[config.mk]
export PLATFORM = sky130hd
export DESIGN_NAME = audio_mix_sequencer
export DESIGN_NICKNAME = d
export VERILOG_FILES = /design/src/rtl/audio_mix_sequencer.sv
export SDC_FILE = /design/constraint.sdc
export NUM_CORES = 1
export LEC_CHECK = 0
export ABC_AREA = 1
export CAP_MARGIN = 20
export CORE_MARGIN = 5
export CORE_UTILIZATION = 55
export CTS_CLUSTER_SIZE = 20
export DETAILED_ROUTE_END_ITERATION = 8
export PLACE_DENSITY = 0.81
export SLEW_MARGIN = 20
export SYNTH_ARGS = -nofsm -noshare
export SYNTH_HDL_FRONTEND = slang
export SYNTH_SLANG_ARGS = --single-unit
export TNS_END_PERCENT = 1
[constraint.sdc]
create_clock -name clk -period 6.8 [get_ports clk]
set_clock_uncertainty 0.2 [all_clocks]
set_input_delay 1.02 -clock clk [delete_from_list [all_inputs] [get_ports clk]]
set_output_delay 1.02 -clock clk [all_outputs]
set_load 0.03 [all_outputs]
[src/rtl/audio_mix_sequencer.sv]
// Sequenced stereo mixer: snapshots all sources once per sample period, then
// accumulates one source per clock and saturates to 9-bit offset-binary DAC words.
// Optional mute ramp: define AUDIO_MIX_SEQ_MUTE_RAMP_EN.
//
// state | meaning
// IDLE  | waiting for the period tick
// LATCH | snapshot sources/pan/gain, clear accumulators
// ACC   | add one slot per cycle into acc_l/acc_r
// SAT   | shift, saturate (or mute) and register the DAC words
module audio_mix_sequencer #(
  parameter int NSRC  = 8,
  parameter int DIV   = 256,
  parameter int SHIFT = 2
) (
  input  logic                 clk,
  input  logic                 Reset,
  input  logic [10*NSRC-1:0]   src_bus,
  input  logic [2*NSRC-1:0]    src_pan,
  input  logic [2*NSRC-1:0]    src_gain,
  input  logic                 mute,
  input  logic                 clip_clr,
  output logic [8:0]           left_out,
  output logic [8:0]           right_out,
  output logic                 sample_stb,
  output logic                 clip_l,
  output logic                 clip_r
);

  localparam int CW = $clog2(DIV);
  localparam int SW = $clog2(NSRC);
  localparam int AW = 10 + SW;
  localparam logic [SW-1:0] LAST_SLOT = SW'(NSRC - 1);
  localparam logic [8:0]    MID       = 9'h100;

  typedef enum logic [1:0] {IDLE, LATCH, ACC, SAT} state_t;

  state_t         state, state_nxt;
  logic [CW-1:0]  cnt;
  logic           tick;
  logic [SW-1:0]  slot;
  logic           do_latch, do_acc, do_sat, last_slot;

  logic [9:0]     sh_src  [NSRC];
  logic [1:0]     sh_pan  [NSRC];
  logic [1:0]     sh_gain [NSRC];
  logic [AW-1:0]  acc_l, acc_r;
  logic [9:0]     v;
  logic [AW-1:0]  s_l, s_r;
  logic           ovf_l, ovf_r;
  logic [8:0]     sat_l, sat_r, mix_l, mix_r;

  assign tick      = (cnt == CW'(DIV - 1));
  assign last_slot = (slot == LAST_SLOT);

  always_ff @(posedge clk) begin
    if (Reset)     cnt <= '0;
    else if (tick) cnt <= '0;
    else           cnt <= cnt + CW'(1);
  end

  always_ff @(posedge clk) begin
    if (Reset) state <= IDLE;
    else       state <= state_nxt;
  end

  always_comb begin
    state_nxt = state;
    case (state)
      IDLE:    if (tick) state_nxt = LATCH;
      LATCH:   state_nxt = ACC;
      ACC:     if (last_slot) state_nxt = SAT;
      SAT:     state_nxt = IDLE;
      default: state_nxt = IDLE;
    endcase
  end

  always_comb begin
    do_latch = (state == LATCH);
    do_acc   = (state == ACC);
    do_sat   = (state == SAT);
  end

  always_comb begin
    v = sh_src[slot] >> sh_gain[slot];
  end

  function automatic logic [8:0] ramp_mid(input logic [8:0] p);
    if (p < MID)      return p + 9'd1;
    else if (p > MID) return p - 9'd1;
    else              return p;
  endfunction

  always_comb begin
    s_l   = acc_l >> SHIFT;
    s_r   = acc_r >> SHIFT;
    ovf_l = (s_l > AW'(511));
    ovf_r = (s_r > AW'(511));
    sat_l = ovf_l ? 9'd511 : s_l[8:0];
    sat_r = ovf_r ? 9'd511 : s_r[8:0];
`ifdef AUDIO_MIX_SEQ_MUTE_RAMP_EN
    mix_l = mute ? ramp_mid(left_out)  : sat_l;
    mix_r = mute ? ramp_mid(right_out) : sat_r;
`else
    mix_l = mute ? MID : sat_l;
    mix_r = mute ? MID : sat_r;
`endif
  end

  always_ff @(posedge clk) begin
    if (Reset) begin
      slot       <= '0;
      acc_l      <= '0;
      acc_r      <= '0;
      left_out   <= MID;
      right_out  <= MID;
      sample_stb <= 1'b0;
      clip_l     <= 1'b0;
      clip_r     <= 1'b0;
      for (int i = 0; i < NSRC; i++) begin
        sh_src[i]  <= '0;
        sh_pan[i]  <= '0;
        sh_gain[i] <= '0;
      end
    end else begin
      sample_stb <= do_sat;
      if (do_latch) begin
        for (int i = 0; i < NSRC; i++) begin
          sh_src[i]  <= src_bus[10*i +: 10];
          sh_pan[i]  <= src_pan[2*i +: 2];
          sh_gain[i] <= src_gain[2*i +: 2];
        end
        acc_l <= '0;
        acc_r <= '0;
        slot  <= '0;
      end
      if (do_acc) begin
        if (sh_pan[slot][1]) acc_l <= acc_l + AW'(v);
        if (sh_pan[slot][0]) acc_r <= acc_r + AW'(v);
        slot <= slot + SW'(1);
      end
      if (do_sat) begin
        left_out  <= mix_l;
        right_out <= mix_r;
      end
      // a clip set in the same cycle as clip_clr takes priority
      clip_l <= (do_sat & ovf_l) | (clip_l & ~clip_clr);
      clip_r <= (do_sat & ovf_r) | (clip_r & ~clip_clr);
    end
  end

endmodule
# Word-level counts from Yosys, hierarchy flattened
# Memory sizes are Yosys's and may differ from the RTL's. A register that Yosys moved wholly into a read port is not among the register bits.
# Cells that the tools add are included.
# totals
register_bits	60
mem_bits_rw	112
inputBits	116
out_inout_bits	21
elab_cells	112
mem_count	3
# op_classes
add_sub_neg	4
n_lt_le_gt_ge	2
eq_ne	7
n_shift	1
muxes	50
bitwise_logic	31
n_reduce_logical	4
# mem_list
name	depth	word_bits	read_ports	rd_clocked_by_memory_dff	write_ports	line_no	text
sh_src	8	10	1	1	8	43	logic [9:0] sh_src [NSRC];
sh_gain	8	2	1	1	8	45	logic [1:0] sh_gain [NSRC];
sh_pan	8	2	1	1	8	44	logic [1:0] sh_pan [NSRC];
# ops
op	count
two-way mux 10 bit	8
two-way mux 13 bit	6
two-way mux 2 bit	18
two-way mux 9 bit	4
adder 13 x 10 -> 13 bit	2
OR 1 bit	26
two-way mux 3 bit	8
greater-than comparator 11 x 9 -> 1 bit (second input constant)	2
>> shifter 10 x 2 -> 10 bit	1
adder 8 x 1 -> 8 bit (second input constant)	1
== test 8 bit (second input constant)	1
case mux 2 bit (4 select lines)	1
two-way mux 1 bit	5
AND 1 bit	4
== test 2 bit (second input constant)	2
adder 3 x 1 -> 3 bit (second input constant)	1
== test 3 bit (second input constant)	1
== test 2 x 1 -> 1 bit (second input constant)	1
logical NOT 2 bit	1
inequality test 2 x 1 -> 1 bit (second input constant)	1
inequality test 2 bit (second input constant)	1
AND reduction 2 bit	1
nonzero test 2 bit	1
OR reduction 2 bit	1
inverter 1 bit	1

# Longest topological paths before layout
# Gate-level depths: netlist (run 1).
# logic_depth
ltp_word	5
ltp_mapped	23
depth_no_buf	21

# Least setup slack after synthesis (run 1)
# OpenSTA, ideal clock, no wires.
# synth_path
path_type	in2reg
startpoint	in Reset
endpoint	mem sh_gain[0][0], enable pin
setup_ns	0.465
t_arrival_ns	3.455
required_ns	6.135
path_slack_ns	2.680
cell_stages	3
path_buffers	1
cell_sequence	nor2_1 > clkbuf_1 > inv_1
# synth_lines
element	line_no	text
from (decl)	16	input logic Reset,
to (decl)	45	

==> metrics.txt, run 1 <==
maximum fanout along the worst path 57; num ports 137; layout cell share with drive strength beyond 1 0.0519; number of antenna repair diodes 0; CP startpoint kind register; Max Cap Viol 0; post_cts resized 0; final antenna-violating net count 0; initial antenna violation count 0; Syn Nets 1284; leading area contributor after synthesis edfxtp_1; WP data required 6.96 ns; Worst Max-Slew Pin Slew 1.03 ns; endpoint type of the worst setup path register; # DRC 0; Post-DP HPWL 15.6 mm; Finished Core Util 0.680; total grt overflow 0; area of the core 16400 µm²; CTS tree yes; RSZ-0062 raised after global routing no; Synth Instances 1139; EDFF count, synth 112; Period minus WS final 4.36 ns; top cell type's share of synthesized area 0.370; drt first-iter violations 665; yosys warns 0; async set-reset flop share out of synthesis 0; first-pass GRT wire length 35.1 mm; Clock power frac 0.419; library cells used by synthesis 34; crit path to acc_r[6]$_SDFF_PP0_; 1st-pass router iterations 5; worst r2r path cells 17; total negative setup slack 0 ns; sw frac 0.231; Slew headroom 0.312; # rows 47; Clk Latency, worst-skew pair 0.43 ns; Hold Slack 0.262 ns; Avg Cell Area, Syn 7.98 µm²; FF-to-FF setup slack 2.44 ns; crit path DAT 4.52 ns; fill count 1331; fin crit share 0.641; Synth Flop Type edfxtp_1; synth cell count leaders nand2_1, nor2_1, inv_1; worst r2r dst acc_r[6]$_SDFF_PP0_; postcts setup bufs 0; TritonCTS Sinks 175; post-DR wirelength/cell 14.6 µm; Comb pwr share 0.080; Max Fclk 0.229 GHz; Final Wtd Congestion 0.907; Final Hold Vio Count 0; sequential share of the synthesized area 0.509; Seq cells post-synth 175; placed cells 1459; TritonCTS buffer count 17; LEAKAGE 0.00494 µW; Reg clk slew, reported paths 0.07 ns; setup violators final 0; Via density 5.12; largest net degree at the start of global routing 88; WS Path Type register to register; DR vias 7638; final setup margin 2.44 ns; Total GRT Usage 0.225; Max Buffers Root-to-Sink 2; Worst VDD drop 0.204 mV; post-synthesis cell area 9090 µm²; Int Power 1820 µW; fin cells 1491; P_sw 546 µW; Place WS 2.49 ns; fin. max-slew vios 0; PwrDens 212 nW/µm²; main area contributors after synthesis edfxtp_1, dfxtp_1, nand2_1, nor2_1, inv_1; htree depth 4; status complete, no violations; full die area 19200 µm²; top-count cell post-synth nand2_1; vias in the first global route 7497; Initial Util 0.554; sequential share of power 0.501; Layout area overhead 22.7%; Chip Height 139 µm; CTS root buf clkbuf_16; number of port buffers 136; final WL 21.8 mm; nets 1403; Hold Buf Count CTS 0; die width 139 µm; Hold Crit Class register to register
-- power by group through the flow --
stage,combinational [µW],sequential [µW],clock (µW)
global route,208,1190,1040
global placement,184,1200,0
CTS,188,1180,997
floorplan,93.0,1200,0
finish,188,1180,990
detailed placement,186,1210,0
-- worst max-delay path: stages, from the launching register on --
cell	delay (ns)
dfxtp_2	0.98
inv_2	0.61
o21ai_0	0.33
nand3_1	0.15
nand2_4	0.19
inv_4	0.08
nand2_1	0.07
nand2_1	0.06
nand2_1	0.05
nand2_1	0.09
ha_1	0.24
fa_1	0.44
nand3_1	0.09
nand3_1	0.17
a21oi_1	0.21
xnor2_1	0.14
nand2_1	0.07
a21oi_1	0.13
-- per-layer routing --
layer | vias to the layer above | track usage | routed length (µm)
li1 | 3855 | - | -
met1 | 3439 | 0.273 | 8930
met2 | 280 | 0.385 | 10600
met3 | 64 | 0.0448 | 1500
met4 | 0 | 0.109 | 796
met5 | - | 0 | 0
-- placed cells by master (no fill, tap or decap), drive strengths merged --
cell and n:
fa 2, bufinv 2, buf 5, nor3 1, nand3 70, xor2 5, a21boi 2, clkinvlp 2
clkinv 3, nand2 240, xnor2 10, o211ai 1, nand4 2, clkdlybuf4s50 135, inv 189, clkbuf 17
o21ai 85, edfxtp 112, ha 27, a21oi 59, nor2 220, a211oi 1, dfxtp 63, or2 2
o22ai 16
-- metrics by stage --
stage	area [µm²]	total power, µW
finish	11200	2360
global route	11200	2430
CTS	11200	2370
detailed placement	10600	1390
global placement	10600	1390
floorplan	9090	1300
-- worst min-delay path by stage --
stage	to	from	slack, ns	cells after the start
2_1_floorplan	cnt[0]$_SDFF_PP0_	cnt[0]$_SDFF_PP0_	0.23	1
3_3_place_gp	cnt[0]$_SDFF_PP0_	cnt[0]$_SDFF_PP0_	0.25	1
3_5_place_dp	right_out[5]$_SDFFE_PP0P_	right_out[5]$_SDFFE_PP0P_	0.26	2
4_1_cts	right_out[5]$_SDFFE_PP0P_	right_out[5]$_SDFFE_PP0P_	0.27	2
5_1_grt	right_out[7]$_SDFFE_PP0P_	right_out[7]$_SDFFE_PP0P_	0.28	2
6_report	left_out[5]$_SDFFE_PP0P_	left_out[5]$_SDFFE_PP0P_	0.26	2
-- final cells by class --
| class | instances | area, µm² | share of cell area |
|---|---|---|---|
| clock buffer | 17 | 425 | 0.0381 |
| clock inverter | 15 | 174 | 0.0156 |
| inverter | 181 | 689 | 0.0618 |
| multi-input combinational | 743 | 3580 | 0.321 |
| sequential | 175 | 4630 | 0.415 |
| tap | 220 | 275 | 0.0247 |
| timing repair buffer | 140 | 1390 | 0.124 |
-- registers in the layout (all words and copies together) (netlist names), named ones only --
name and cells:
right_out 9, left_out 9, clip_r 1, state 2
slot 3, acc_l 13, cnt 8, sample_stb 1
sh_gain 16, sh_pan 16, sh_src 80, acc_r 13
clip_l 1
-- logic make-up after synthesis --
| kind of cell | Yosys count | share of synthesized area |
|---|---|---|
| flip-flops | 175 | 0.509 |
| AND/OR/NAND/NOR | 535 | 0.242 |
| AO/OA/AOI/OAI | 164 | 0.0952 |
| adder cells (fa/ha/maj) | 29 | 0.0416 |
| XOR/XNOR | 15 | 0.0145 |
| buffers and inverters | 221 | 0.0977 |
Note: power is estimated with default switching activity, not from simulation.
==> run 2: changes to the inputs <==
--- a/config.mk
+++ b/config.mk
@@ -8,10 +8,10 @@
 export ABC_AREA = 1
 export CAP_MARGIN = 20
 export CORE_MARGIN = 5
-export CORE_UTILIZATION = 55
+export CORE_UTILIZATION = 49
 export CTS_CLUSTER_SIZE = 20
 export DETAILED_ROUTE_END_ITERATION = 8
-export PLACE_DENSITY = 0.81
+export PLACE_DENSITY = 0.76
 export SLEW_MARGIN = 20
 export SYNTH_ARGS = -nofsm -noshare
 export SYNTH_HDL_FRONTEND = slang
==> constraint.sdc (replaced) <==
create_clock -name clk -period 4 [get_ports clk]
set_clock_uncertainty 0.2 [all_clocks]
set_input_delay 0.6 -clock clk [delete_from_list [all_inputs] [get_ports clk]]
set_output_delay 0.6 -clock clk [all_outputs]
set_load 0.03 [all_outputs]
==> metrics.txt, run 2 (same netlist as run 1, synthesis figures left out) <==
Period minus WS final 3.50 ns; RSZ-0062 raised after global routing no; fill count 1558; metal2 WL 10.1 mm; WP data required 4.16 ns; WS Path Type register to register; most common cell after layout, fill and taps aside nand2_1; PwrDens 351 nW/µm²; Worst Max-Slew Pin Slew 1.14 ns; sw frac 0.226; largest registers sh_src x80, sh_gain x16, sh_pan x16; Comb pwr share 0.082; P_sw 889 µW; CP startpoint kind register; Via density 5.05; htree depth 4; number of antenna repair diodes 0; DR vias 7627; post_cts resized 0; Final Wtd Congestion 0.966; total grt overflow 0; final WL 21.7 mm; fin. max-slew vios 0; fin crit share 0.874; Final Hold Vio Count 0; post-DR wirelength/cell 14.4 µm; Initial Util 0.503; nets 1412; sequential share of power 0.511; vias in the first global route 7360; area of the core 18100 µm²; Int Power 3040 µW; Max Buffers Root-to-Sink 2; postcts setup bufs 0; Chip Height 146 µm; Post-DP HPWL 15.9 mm; crit path DAT 3.66 ns; Met3 Wirelength 1.37 mm; Place WS 0.534 ns; setup violators final 0; Clock power frac 0.407; TritonCTS buffer count 17; Worst VDD drop 0.283 mV; Slew headroom 0.235; total negative setup slack 0 ns; Hold Buf Count CTS 0; full die area 21400 µm²; fin cells 1509; CTS tree yes; die width 146 µm; largest net degree at the start of global routing 66; initial antenna violation count 0; # rows 49; Clk Latency, worst-skew pair 0.43 ns; commonest non-fill, non-tap cells in the layout nand2_1, nor2_1, inv_1; max FFs per register 80; LEAKAGE 0.00496 µW; top routing layer used met4; 1st-pass router iterations 5; # DRC 0; TritonCTS Sinks 175; Hold Crit Class register to register; num ports 137; maximum fanout along the worst path 56; final antenna-violating net count 0; first-pass GRT wire length 35.3 mm; M1 WL 9.73 mm; Max Fclk 0.286 GHz; endpoint type of the worst setup path register; Layout area overhead 23.3%; drt first-iter violations 581; largest register by flop count sh_src; placed cells 1477; Max Cap Viol 0; Total GRT Usage 0.204; number of port buffers 136; CTS root buf clkbuf_16; final setup margin 0.504 ns; Reg clk slew, reported paths 0.06 ns; status complete, no violations; layout cell share with drive strength beyond 1 0.0563
[run 2: changes by cell type in the layout (fill, tap and decap cells not counted), sizes merged]
cell	change
buf	+9
clkbuf	+6
inv	-3
bufinv	-2
clkinv	-2
clkinvlp	+1
[run 2: routing by layer]
layer,vias up,track usage
met5,-,0
li1,3884,-
met1,3443,0.271
met3,43,0.0397
met2,257,0.333
met4,0,0.0776
[run 2: area by class of cell]
class                           count  area (µm²)  area share
Sequential cell                   175        4630       0.413
Tap cell                          229         287      0.0256
Timing Repair Buffer              149        1450       0.130
Clock inverter                      9        70.1     0.00625
Clock buffer                       23         500      0.0447
Inverter                          181         689      0.0615
Multi-Input combinational cell    743        3580       0.320
[run 2: power by group through the flow]
stage	registers, µW	logic, µW	clock network [µW]
2_1_floorplan	2040	158	0
3_3_place_gp	2050	316	0
3_5_place_dp	2050	320	0
4_1_cts	2010	322	1620
5_1_grt	2010	357	1690
6_report	2010	322	1600
[run 2: through the flow]
step / hold slack (ns) / instance area [µm²] / utilization / total power [µW]
3_5_place_dp: 0.253 / 10600 / 0.588 / 2370
4_1_cts: 0.266 / 11200 / 0.620 / 3950
6_report: 0.262 / 11200 / 0.620 / 3930
5_1_grt: 0.277 / 11200 / 0.620 / 4060
3_3_place_gp: 0.249 / 10600 / 0.588 / 2360
2_1_floorplan: 0.230 / 9090 / - / 2200
[run 2: worst paths after layout]
check        slack (ns)                         to                      start  depth (start not counted)
max reg2reg        0.50        acc_r[6]$_SDFF_PP0_                   register                         18
max                0.50        acc_r[6]$_SDFF_PP0_                   register                         18
min                0.26  right_out[5]$_SDFFE_PP0P_  right_out[5]$_SDFFE_PP0P_                          2
min reg2reg        0.26  right_out[5]$_SDFFE_PP0P_  right_out[5]$_SDFFE_PP0P_                          2
[run 2: critical path, cell delays in order, from the launching register on]
cell and delay, ns:
dfxtp_2 0.33, buf_4 0.47, nor2_1 0.10, nor2_1 0.12
o21ai_0 0.09, nand3_1 0.15, nand2_4 0.12, inv_4 0.12
nand2_1 0.06, nand3_1 0.08, nand2_1 0.09, ha_1 0.24
fa_1 0.45, nand3_1 0.10, nand3_1 0.16, a21oi_1 0.20
xnor2_1 0.13, nand2_1 0.07, a21oi_1 0.13
